### src/rtl/mem_arb_pkg.sv
// mem_arb_pkg: shared definitions for mem_port_arbiter.
//   - arb_state_e : arbiter FSM state encoding (3 bits)
//   - grant_t     : which requester was served last
//   - GRANT_FETCH / GRANT_DATA : grant_t values
package mem_arb_pkg;

    localparam int unsigned STATE_W = 3;

    typedef enum logic [STATE_W-1:0] {
        StIdle = 3'd0,
        StFPc  = 3'd1,
        StFPf  = 3'd2,
        StFEnd = 3'd3,
        StDAcc = 3'd4,
        StDEnd = 3'd5
    } arb_state_e;

    typedef logic grant_t;

    localparam grant_t GRANT_FETCH = 1'b0;
    localparam grant_t GRANT_DATA  = 1'b1;

endpackage

### src/rtl/mem_port_arbiter_if.sv
// mem_port_arbiter_if: bundles the three buses around the memory arbiter.
//   Fetch side : i_mem_pc, i_mem_prefetch in; i_mem_opcode, i_mem_prefetch_opcode, i_mem_rdy out
//   Data side  : d_req, d_we, d_addr, d_wdata in; d_rdata, d_ack out
//   Memory side: mem_addr, mem_we, mem_wdata out; mem_rdata in (one cycle after address)
// Modport slave is the arbiter's view; master is the surrounding system's view.
interface mem_port_arbiter_if #(
    parameter int unsigned ADDR_W = 16,
    parameter int unsigned DATA_W = 16
);

    logic [ADDR_W-1:0] i_mem_pc;
    logic [ADDR_W-1:0] i_mem_prefetch;
    logic [DATA_W-1:0] i_mem_opcode;
    logic [DATA_W-1:0] i_mem_prefetch_opcode;
    logic              i_mem_rdy;

    logic              d_req;
    logic              d_we;
    logic [ADDR_W-1:0] d_addr;
    logic [DATA_W-1:0] d_wdata;
    logic [DATA_W-1:0] d_rdata;
    logic              d_ack;

    logic [ADDR_W-1:0] mem_addr;
    logic              mem_we;
    logic [DATA_W-1:0] mem_wdata;
    logic [DATA_W-1:0] mem_rdata;

    modport slave (
        input  i_mem_pc, i_mem_prefetch,
        output i_mem_opcode, i_mem_prefetch_opcode, i_mem_rdy,
        input  d_req, d_we, d_addr, d_wdata,
        output d_rdata, d_ack,
        output mem_addr, mem_we, mem_wdata,
        input  mem_rdata
    );

    modport master (
        output i_mem_pc, i_mem_prefetch,
        input  i_mem_opcode, i_mem_prefetch_opcode, i_mem_rdy,
        output d_req, d_we, d_addr, d_wdata,
        input  d_rdata, d_ack,
        input  mem_addr, mem_we, mem_wdata,
        output mem_rdata
    );

endinterface

### src/rtl/mem_port_arbiter.sv
// mem_port_arbiter: shares one single-port synchronous memory between the instruction
// fetch (opcode at pc plus prefetch word) and the data load/store port.
// Ports:
//   clk   - clock
//   a_rst - asynchronous active-low reset
//   bus   - mem_port_arbiter_if.slave: fetch, data and memory buses
// The last fetched opcode pair is held with its address tags so i_mem_rdy stays high
// without touching memory while pc/prefetch are unchanged. Fetch and data contend in
// IDLE; on a tie the requester not served last wins.
module mem_port_arbiter
    import mem_arb_pkg::*;
#(
    parameter int unsigned ADDR_W = 16,
    parameter int unsigned DATA_W = 16
) (
    input logic               clk,
    input logic               a_rst,
    mem_port_arbiter_if.slave bus
);

    arb_state_e        state_q, state_d;
    logic              valid_q, valid_d;
    logic [ADDR_W-1:0] pc_tag_q, pc_tag_d;
    logic [ADDR_W-1:0] pf_tag_q, pf_tag_d;
    logic [DATA_W-1:0] opcode_q, opcode_d;
    logic [DATA_W-1:0] pf_opcode_q, pf_opcode_d;
    logic [DATA_W-1:0] rdata_q, rdata_d;
    grant_t            last_grant_q, last_grant_d;
    logic              is_load_q, is_load_d;

    logic              tags_match;
    logic              fetch_need;
    logic [ADDR_W-1:0] mem_addr_c;
    logic              mem_we_c;
    logic [DATA_W-1:0] mem_wdata_c;
    logic              d_ack_c;
    logic [DATA_W-1:0] d_rdata_c;

    assign tags_match = (bus.i_mem_pc == pc_tag_q) && (bus.i_mem_prefetch == pf_tag_q);
    assign fetch_need = ~(valid_q & tags_match);

    always_ff @(posedge clk or negedge a_rst) begin
        if (!a_rst) begin
            state_q      <= StIdle;
            valid_q      <= 1'b0;
            pc_tag_q     <= '0;
            pf_tag_q     <= '0;
            opcode_q     <= '0;
            pf_opcode_q  <= '0;
            rdata_q      <= '0;
            last_grant_q <= GRANT_FETCH;
            is_load_q    <= 1'b0;
        end else begin
            state_q      <= state_d;
            valid_q      <= valid_d;
            pc_tag_q     <= pc_tag_d;
            pf_tag_q     <= pf_tag_d;
            opcode_q     <= opcode_d;
            pf_opcode_q  <= pf_opcode_d;
            rdata_q      <= rdata_d;
            last_grant_q <= last_grant_d;
            is_load_q    <= is_load_d;
        end
    end

    always_comb begin
        state_d      = state_q;
        valid_d      = valid_q;
        pc_tag_d     = pc_tag_q;
        pf_tag_d     = pf_tag_q;
        opcode_d     = opcode_q;
        pf_opcode_d  = pf_opcode_q;
        rdata_d      = rdata_q;
        last_grant_d = last_grant_q;
        is_load_d    = is_load_q;
        mem_addr_c   = '0;
        mem_we_c     = 1'b0;
        mem_wdata_c  = '0;
        d_ack_c      = 1'b0;
        d_rdata_c    = rdata_q;

        case (state_q)
            StIdle: begin
                if (bus.d_req && fetch_need) begin
                    state_d = (last_grant_q == GRANT_FETCH) ? StDAcc : StFPc;
                end else if (bus.d_req) begin
                    state_d = StDAcc;
                end else if (fetch_need) begin
                    state_d = StFPc;
                end
            end
            StFPc: begin
                mem_addr_c = bus.i_mem_pc;
                pc_tag_d   = bus.i_mem_pc;
                valid_d    = 1'b0;
                state_d    = StFPf;
            end
            StFPf: begin
                // mem_rdata now carries the word addressed in StFPc.
                mem_addr_c = bus.i_mem_prefetch;
                pf_tag_d   = bus.i_mem_prefetch;
                opcode_d   = bus.mem_rdata;
                state_d    = StFEnd;
            end
            StFEnd: begin
                // Tags may already be stale after a branch; the tag compare catches it.
                pf_opcode_d  = bus.mem_rdata;
                valid_d      = 1'b1;
                last_grant_d = GRANT_FETCH;
                state_d      = StIdle;
            end
            StDAcc: begin
                mem_addr_c  = bus.d_addr;
                mem_we_c    = bus.d_we;
                mem_wdata_c = bus.d_wdata;
                is_load_d   = ~bus.d_we;
                // A store over a held opcode invalidates it (self-modifying code).
                if (bus.d_we && ((bus.d_addr == pc_tag_q) || (bus.d_addr == pf_tag_q))) begin
                    valid_d = 1'b0;
                end
                state_d = StDEnd;
            end
            StDEnd: begin
                d_ack_c = 1'b1;
                // Forward the load word so d_rdata is already valid in the ack cycle.
                if (is_load_q) begin
                    rdata_d   = bus.mem_rdata;
                    d_rdata_c = bus.mem_rdata;
                end
                last_grant_d = GRANT_DATA;
                state_d      = StIdle;
            end
            default: begin
                state_d = StIdle;
            end
        endcase
    end

    assign bus.i_mem_opcode          = opcode_q;
    assign bus.i_mem_prefetch_opcode = pf_opcode_q;
    assign bus.i_mem_rdy             = valid_q & tags_match & (state_q == StIdle);
    assign bus.d_rdata               = d_rdata_c;
    assign bus.d_ack                 = d_ack_c;
    assign bus.mem_addr              = mem_addr_c;
    assign bus.mem_we                = mem_we_c;
    assign bus.mem_wdata             = mem_wdata_c;

endmodule

### src/flat_wrapper.sv
// flat-port wrapper written by rule: the top's interface ports become plain ports
module mem_port_arbiter_flat import mem_arb_pkg::*;
#(
    parameter int unsigned ADDR_W = 16,
    parameter int unsigned DATA_W = 16
)
  (clk, a_rst, bus_i_mem_pc, bus_i_mem_prefetch, bus_i_mem_opcode, bus_i_mem_prefetch_opcode, bus_i_mem_rdy, bus_d_req, bus_d_we, bus_d_addr, bus_d_wdata, bus_d_rdata, bus_d_ack, bus_mem_addr, bus_mem_we, bus_mem_wdata, bus_mem_rdata);
  mem_port_arbiter_if #(.ADDR_W(ADDR_W), .DATA_W(DATA_W)) bus_i ();
  input logic clk;
  input logic a_rst;
  input wire logic [$bits(bus_i.i_mem_pc)-1:0] bus_i_mem_pc;
  input wire logic [$bits(bus_i.i_mem_prefetch)-1:0] bus_i_mem_prefetch;
  output wire logic [$bits(bus_i.i_mem_opcode)-1:0] bus_i_mem_opcode;
  output wire logic [$bits(bus_i.i_mem_prefetch_opcode)-1:0] bus_i_mem_prefetch_opcode;
  output wire logic [$bits(bus_i.i_mem_rdy)-1:0] bus_i_mem_rdy;
  input wire logic [$bits(bus_i.d_req)-1:0] bus_d_req;
  input wire logic [$bits(bus_i.d_we)-1:0] bus_d_we;
  input wire logic [$bits(bus_i.d_addr)-1:0] bus_d_addr;
  input wire logic [$bits(bus_i.d_wdata)-1:0] bus_d_wdata;
  output wire logic [$bits(bus_i.d_rdata)-1:0] bus_d_rdata;
  output wire logic [$bits(bus_i.d_ack)-1:0] bus_d_ack;
  output wire logic [$bits(bus_i.mem_addr)-1:0] bus_mem_addr;
  output wire logic [$bits(bus_i.mem_we)-1:0] bus_mem_we;
  output wire logic [$bits(bus_i.mem_wdata)-1:0] bus_mem_wdata;
  input wire logic [$bits(bus_i.mem_rdata)-1:0] bus_mem_rdata;
  assign bus_i.i_mem_pc = bus_i_mem_pc;
  assign bus_i.i_mem_prefetch = bus_i_mem_prefetch;
  assign bus_i_mem_opcode = bus_i.i_mem_opcode;
  assign bus_i_mem_prefetch_opcode = bus_i.i_mem_prefetch_opcode;
  assign bus_i_mem_rdy = bus_i.i_mem_rdy;
  assign bus_i.d_req = bus_d_req;
  assign bus_i.d_we = bus_d_we;
  assign bus_i.d_addr = bus_d_addr;
  assign bus_i.d_wdata = bus_d_wdata;
  assign bus_d_rdata = bus_i.d_rdata;
  assign bus_d_ack = bus_i.d_ack;
  assign bus_mem_addr = bus_i.mem_addr;
  assign bus_mem_we = bus_i.mem_we;
  assign bus_mem_wdata = bus_i.mem_wdata;
  assign bus_i.mem_rdata = bus_mem_rdata;
  mem_port_arbiter #(.ADDR_W(ADDR_W), .DATA_W(DATA_W)) u_core (.clk(clk), .a_rst(a_rst), .bus(bus_i));
endmodule
### config.mk
export PLATFORM = sky130hd
export DESIGN_NAME = mem_port_arbiter_flat
export DESIGN_NICKNAME = d
export VERILOG_FILES = /design/src/rtl/mem_arb_pkg.sv /design/src/rtl/mem_port_arbiter_if.sv /design/src/rtl/mem_port_arbiter.sv /design/src/flat_wrapper.sv
export SDC_FILE = /design/constraint.sdc
export NUM_CORES = 1
export LEC_CHECK = 0
export ABC_AREA = 0
export CAP_MARGIN = 20
export CORE_UTILIZATION = 40
export DETAILED_ROUTE_END_ITERATION = 8
export PLACE_DENSITY = 0.88
export SETUP_SLACK_MARGIN = 0.4
export SYNTH_ARGS = -nofsm -noshare
export SYNTH_HDL_FRONTEND = slang
export SYNTH_SLANG_ARGS = --single-unit
### constraint.sdc
create_clock -name clk -period 1.6 [get_ports clk]
set_input_delay 0.32 -clock clk [delete_from_list [all_inputs] [get_ports clk]]
set_output_delay 0.32 -clock clk [all_outputs]
set_load 0.01 [all_outputs]
==> run_results.csv <==
group,metric,value,unit
place,place_area,0.00738,mm2
synthesis,yosys.area.top_type,"dfrtp_1",
global_routing,grt_pass1_vias,5123,
synthesis,ys_seq_area_frac,0.496,
setup_path,cp_top_family,"simple AND/OR/NAND/NOR gates",
detailed_routing,ant_nets,0,
detailed_routing,via_per_inst,5.49,
global_routing,gr-usage-all-layers,0.323,
detailed_routing,wirelength,19900,um
synthesis,yosys_warnings,0,
place,place.gp.congestion,0.907,
detailed_routing,detail_route.wl_per_cell,22.4,um
run_status,violations,"negative setup slack",
global_routing,busiest_layer,"met2",
floorplanning,die-area,0.0113,mm2
clock_tree,cts-root-buf,"clkbuf_8",
synthesis,mappedNetlistNets,467,
place,port_buffers,166,
floorplanning,rows,37,
power,p_sw,7.05,mW
clock_tree,clk_latency,0.37,ns
clock_tree,path_clk_slew,0.09,ns
synthesis,syn_inst,383,
finish,most-common-layout-cells,"buf_4 (128), buf_6 (95), dfrtp_1 (84), clkdlybuf4s50_1 (75), mux2_4 (62)",
clock_tree,numCtsBuffers,9,
timing,fin_crit,2.42,ns
detailed_routing,dr.pass1.iters,5,
finish,fin_nets,829,
timing,fin_worst_skew,0.0104,ns
run_status,status,"finished with violations",
global_routing,grt_max_degree,52,
finish,fin_cells,886,
synthesis,ys.flop_type,"dfrtp_1",
synthesis,netlist-cell-type-count,29,
power,ir_drop,1.63,mV
setup_path,cp_num_buf_inv,2,
timing,fmax,0.413,GHz
power,powerDensity,2070,mW/mm2
timing,finalMaxSlewViolations,0,
setup_path,critical_path_class,"reg2out",
timing,period_share,1.51,
finish,area_growth_syn_to_layout,104,%
synthesis,synth_area_leaders,"dfrtp_1 (50%), mux2_2 (15%), xor2_1 (11%)",
global_routing,antenna_found_initial,0,
floorplanning,die_w,106,um
synthesis,netlist_area,0.00434,mm2
synthesis,ys_ff_latch,86,
power,combPwrFrac,0.685,
clock_tree,h-tree-depth,3,
synthesis,syn_area_per_cell,11.3,um2
place,dp_hpwl,11000,um
setup_path,cp.arrival,2.10,ns
power,leakagePower,4.34,nW
synthesis,synth-edff-count,0,
power,p_clk_frac,0.091,
hold_path,hp-class,"in2reg",
finish,final_area,0.00885,mm2
clock_tree,cts_tree,"yes",
timing,setup_violations,127,
setup_path,cp_max_fo,3,
synthesis,synthArstFlopShare,1.00,
synthesis,yosysTopAreaCellShare,0.496,
setup_path,required,1.28,ns
finish,layout_commonest_cell,"buf_4",
floorplanning,die-height,106,um
detailed_routing,drt_iter0_drc,438,
timing,rsz0062_at_grt,"yes",
global_routing,met2_usage,0.558,
global_routing,met3_usage,0.0650,
clock_tree,clock_path_buffers,2,
power,switching_share,0.385,
finish,drive_gt1_frac,0.597,
global_routing,overflow,0,
global_routing,use_met1,0.379,
floorplanning,initial_utilization,0.417,
place,place_inst,781,
power,p_int,11.3,mW
timing,slew_headroom,0.677,
detailed_routing,via_count,4860,
place,post-place-ws,-1.37,ns
clock_tree,cts.sinks,86,
power,seqPwrFrac,0.224,
setup_path,cpPeakStageDelay,0.40,ns
finish,insertedDiodeCount,0,
global_routing,grt_pass1_wl,27300,um
timing,worst_pin_slew,0.480,ns
timing,setup_ws,-0.820,ns
setup_path,crit_slowest_cell,"dfrtp_1",
setup_path,critPathCaptureType,"primary output",
setup_path,crit_path_start_kind,"flop",
timing,hold_viol,0,
job,drv_cap,0,
floorplanning,ioPinCount,167,
detailed_routing,route.detailed.drc,0,
setup_path,crit_path_cell_trace,"xor2_1 -> nor4_2 -> nand4_1 -> buf_4 -> nor4_4 -> buf_2",
floorplanning,core_area,0.0104,mm2
[worst paths after layout]
| path | start | end | slack [ns] | depth (start not counted) |
|---|---|---|---|---|
| worst min register to register | u_core.bus.i_mem_prefetch_opcode[13] | u_core.bus.i_mem_prefetch_opcode[13] | 0.52 | 1 |
| worst max-delay path | u_core.pf_tag_q[6] | bus_i_mem_rdy | -0.82 | 6 |
| max in group asynchronous | a_rst | u_core.pc_tag_q[12] | 0.62 | 3 |
| min in group asynchronous | a_rst | u_core.bus.i_mem_opcode[0] | 0.40 | 2 |
| worst min-delay path | bus_i_mem_prefetch[6] | u_core.pf_tag_q[6] | 0.34 | 2 |
| worst max register to register | u_core.state_q[2] | u_core.pf_tag_q[11] | -0.54 | 9 |
[layer usage]
layer,share of wire,vias up
li1,-,2066
met1,0.37,2405
met2,0.51,297
met3,0.073,92
met4,0.048,0
met5,0,-
[state kept, by name (all words and copies together) (netlist names)]
name	flops
u_core.valid_q	1
u_core.bus.i_mem_prefetch_opcode	16
u_core.bus.i_mem_opcode	16
u_core.last_grant_q	1
u_core.pf_tag_q	16
u_core.is_load_q	1
u_core.state_q	3
u_core.rdata_q	16
u_core.pc_tag_q	16
[synth_stat cells, drive strengths merged, types with 2 or more instances]
cell type	instances
xor2	56
a21o	2
clkbuf	9
o21ai	20
inv	6
a21oi	2
xnor2	5
nor2b	3
a22oi	17
and3	17
nand2	57
nor2	3
dfrtp	86
mux2	62
nand4	5
nor4	15
buf	9
[what timing repair did]
item	in CTS	in global routing
hold endpoints to repair	20	0
setup buffers	47	30
hold buffers	1	0
cloned	9	2
pin swaps	24	16
resized for setup	473	48
endpoints found under the setup margin	169	169
[final cells by class]
class / count / area [um2]
timing repair buffer: 366 / 3560
multi-input combinational: 276 / 2740
sequential: 86 / 2150
fill: 492 / 1570
tap: 136 / 170
clock buffer: 10 / 138
clock inverter: 6 / 68.8
inverter: 6 / 22.5
[cells by family after synthesis]
family	share of synthesized area
xor gates and xnor gates	0.123
and+or+nand+nor	0.119
buffers and inverters	0.0320
AOI/OAI and AO/OA	0.0669
DFF	0.496
muxes	0.163
[power by group through the flow]
stage | clock [mW] | combinational (mW) | sequential (mW)
after global routing | 1.74 | 13.0 | 4.17
final | 1.66 | 12.5 | 4.10
after global placement | 0 | 8.73 | 3.92
after detailed placement | 0 | 8.97 | 4.01
after CTS | 1.64 | 10.9 | 3.96
after floorplan | 0 | 4.35 | 4.22
[stage by stage]
stage	hold slack, ns	TNS, ns	power [mW]	utilization
floorplan	0.0244	-0.895	8.57	-
global placement	0.236	-31.30	12.6	0.709
detailed placement	0.241	-33.13	13.0	0.709
CTS	0.390	-40.35	16.5	0.803
global route	0.337	-60.45	18.9	0.850
finish	0.339	-54.95	18.3	0.850
Note: power is estimated with default switching activity, not from simulation.
==> variant, RTL diff (same flow settings) <==
`ADDR_W` is set to 16 in 3 places; all go to 18.
--- a/src/rtl/mem_port_arbiter_if.sv
+++ b/src/rtl/mem_port_arbiter_if.sv
@@ -5,5 +5,5 @@
 // Modport slave is the arbiter's view; master is the surrounding system's view.
 interface mem_port_arbiter_if #(
-    parameter int unsigned ADDR_W = 16,
+    parameter int unsigned ADDR_W = 18,
     parameter int unsigned DATA_W = 16
 );
--- a/src/rtl/mem_port_arbiter.sv
+++ b/src/rtl/mem_port_arbiter.sv
@@ -11,5 +11,5 @@
     import mem_arb_pkg::*;
 #(
-    parameter int unsigned ADDR_W = 16,
+    parameter int unsigned ADDR_W = 18,
     parameter int unsigned DATA_W = 16
 ) (
--- a/src/flat_wrapper.sv
+++ b/src/flat_wrapper.sv
@@ -2,5 +2,5 @@
 module mem_port_arbiter_flat import mem_arb_pkg::*;
 #(
-    parameter int unsigned ADDR_W = 16,
+    parameter int unsigned ADDR_W = 18,
     parameter int unsigned DATA_W = 16
 )
Ports: changed (resized bus_d_addr, bus_i_mem_pc, bus_i_mem_prefetch and bus_mem_addr); port bits go from 167 to 175. No check against the original RTL was run, so the function may have changed too.
==> variant against the unedited design <==
  * Design area grew 8.8%
  * Critical endpoint unchanged
  * The flow still finishes with violations (setup timing)
  * Setup slack lost 180 ps
  * Sequential cell count grew 4
  * Wire length grew 18%
  * Largest power group unchanged
  * Sequential power grew 7.3%
  * Clock power grew 39%
  * Synthesized area grew 5.8%
  * Power grew 10%
==> variant: results (changes against the unedited design) <==
* Final setup margin at -1000 ps (was -820 ps)
* Outcome: complete, but fails checks (unchanged)
* Pre-CTS WS at -1400 ps (was -1370 ps)
* Rel. slew slack at 54.9% (was 67.7%)
* Violated checks: setup timing (unchanged)
* Synth top area cells: dfrtp_1 (49%), mux2_2 (16%), xnor2_1 (11%) (was dfrtp_1 (50%), mux2_2 (15%), xor2_1 (11%))
* Clock power frac at 11.4% (was 9.1%)
* GRT met3 Usage at 9.44% (was 6.50%)
* Average size of a mapped cell at 11.4 sq um (was 11.3 sq um)
* Post-synthesis cell type count at 38 (was 29)
* CP Max Fanout at 2 (was 3)
* Largest net degree at the start of global routing at 42 (was 52)
* Critical R2R Capture: u_core.state_q[2] (was u_core.pf_tag_q[11])
* Filler cell count in the final layout at 445 (was 492)
* Skew final at 8.98 ps (was 10.4 ps)
* Root Buffer: clkbuf_16 (was clkbuf_8)
* Routed WL at 23.5 mm (was 19.9 mm)
* PD cells at 2100 mW/mm^2 (was 2070 mW/mm^2)
* Reg2Reg Setup Slack at -740 ps (was -540 ps)
* Slowest cell delay on critical path at 420 ps (was 400 ps)
* Count of final setup violators at 134 (was 127)
* Met3 WL post-DR at 2.14 mm (was 1.46 mm)
* Internal at 12.3 mW (was 11.3 mW)
* Hold EP: u_core.pc_tag_q[14] (was u_core.pf_tag_q[6])
* First-pass iteration count of the detailed router at 9 (was 5)
* Post-Syn Nets at 494 (was 467)
* GRT Total Usage at 34.9% (was 32.3%)
* Arr. time, crit path at 2280 ps (was 2100 ps)
* M1 wire length at 8.15 mm (was 7.35 mm)
* Hold WS at 414 ps (was 339 ps)
* Hold Crit Depth at 4 (was 2)
-- variant: cell types whose count changed in the layout (fill, tap and decap cells not counted), sizes merged, moves of 3 or more --
cell	delta
nor4	-6
dfrtp	+4
and3	-17
and2	+17
or2b	+3
a211oi	+3
xor2	-46
nand4	+10
buf	+40
dlygate4sd2	+6
xnor2	+52
-- variant: layout make-up --
type	instances	area (sq um)	share of cell area (%)
repair buffers	411	3900	40.5
flip-flops and latches	90	2250	23.4
well taps	140	175	1.82
clock inverters	5	62.6	0.650
multi-input cells	294	2980	30.9
inverters	5	18.8	0.195
clock buffers	11	243	2.52
-- variant: kinds of logic after synthesis --
logic type,after synthesis
AND/OR/NAND/NOR,112
multiplexers,64
AO/OA/AOI/OAI,49
buffers and inverters,22
flip-flops,90
XOR/XNOR,67
-- variant: what timing repair did --
action,CTS,global route
gates resized for setup,532,85
cloned,7,1
setup buffers,67,30
endpoints found under the hold margin,26,0
hold buffers,1,0
endpoints found under the setup margin,175,172
pin swaps,39,41
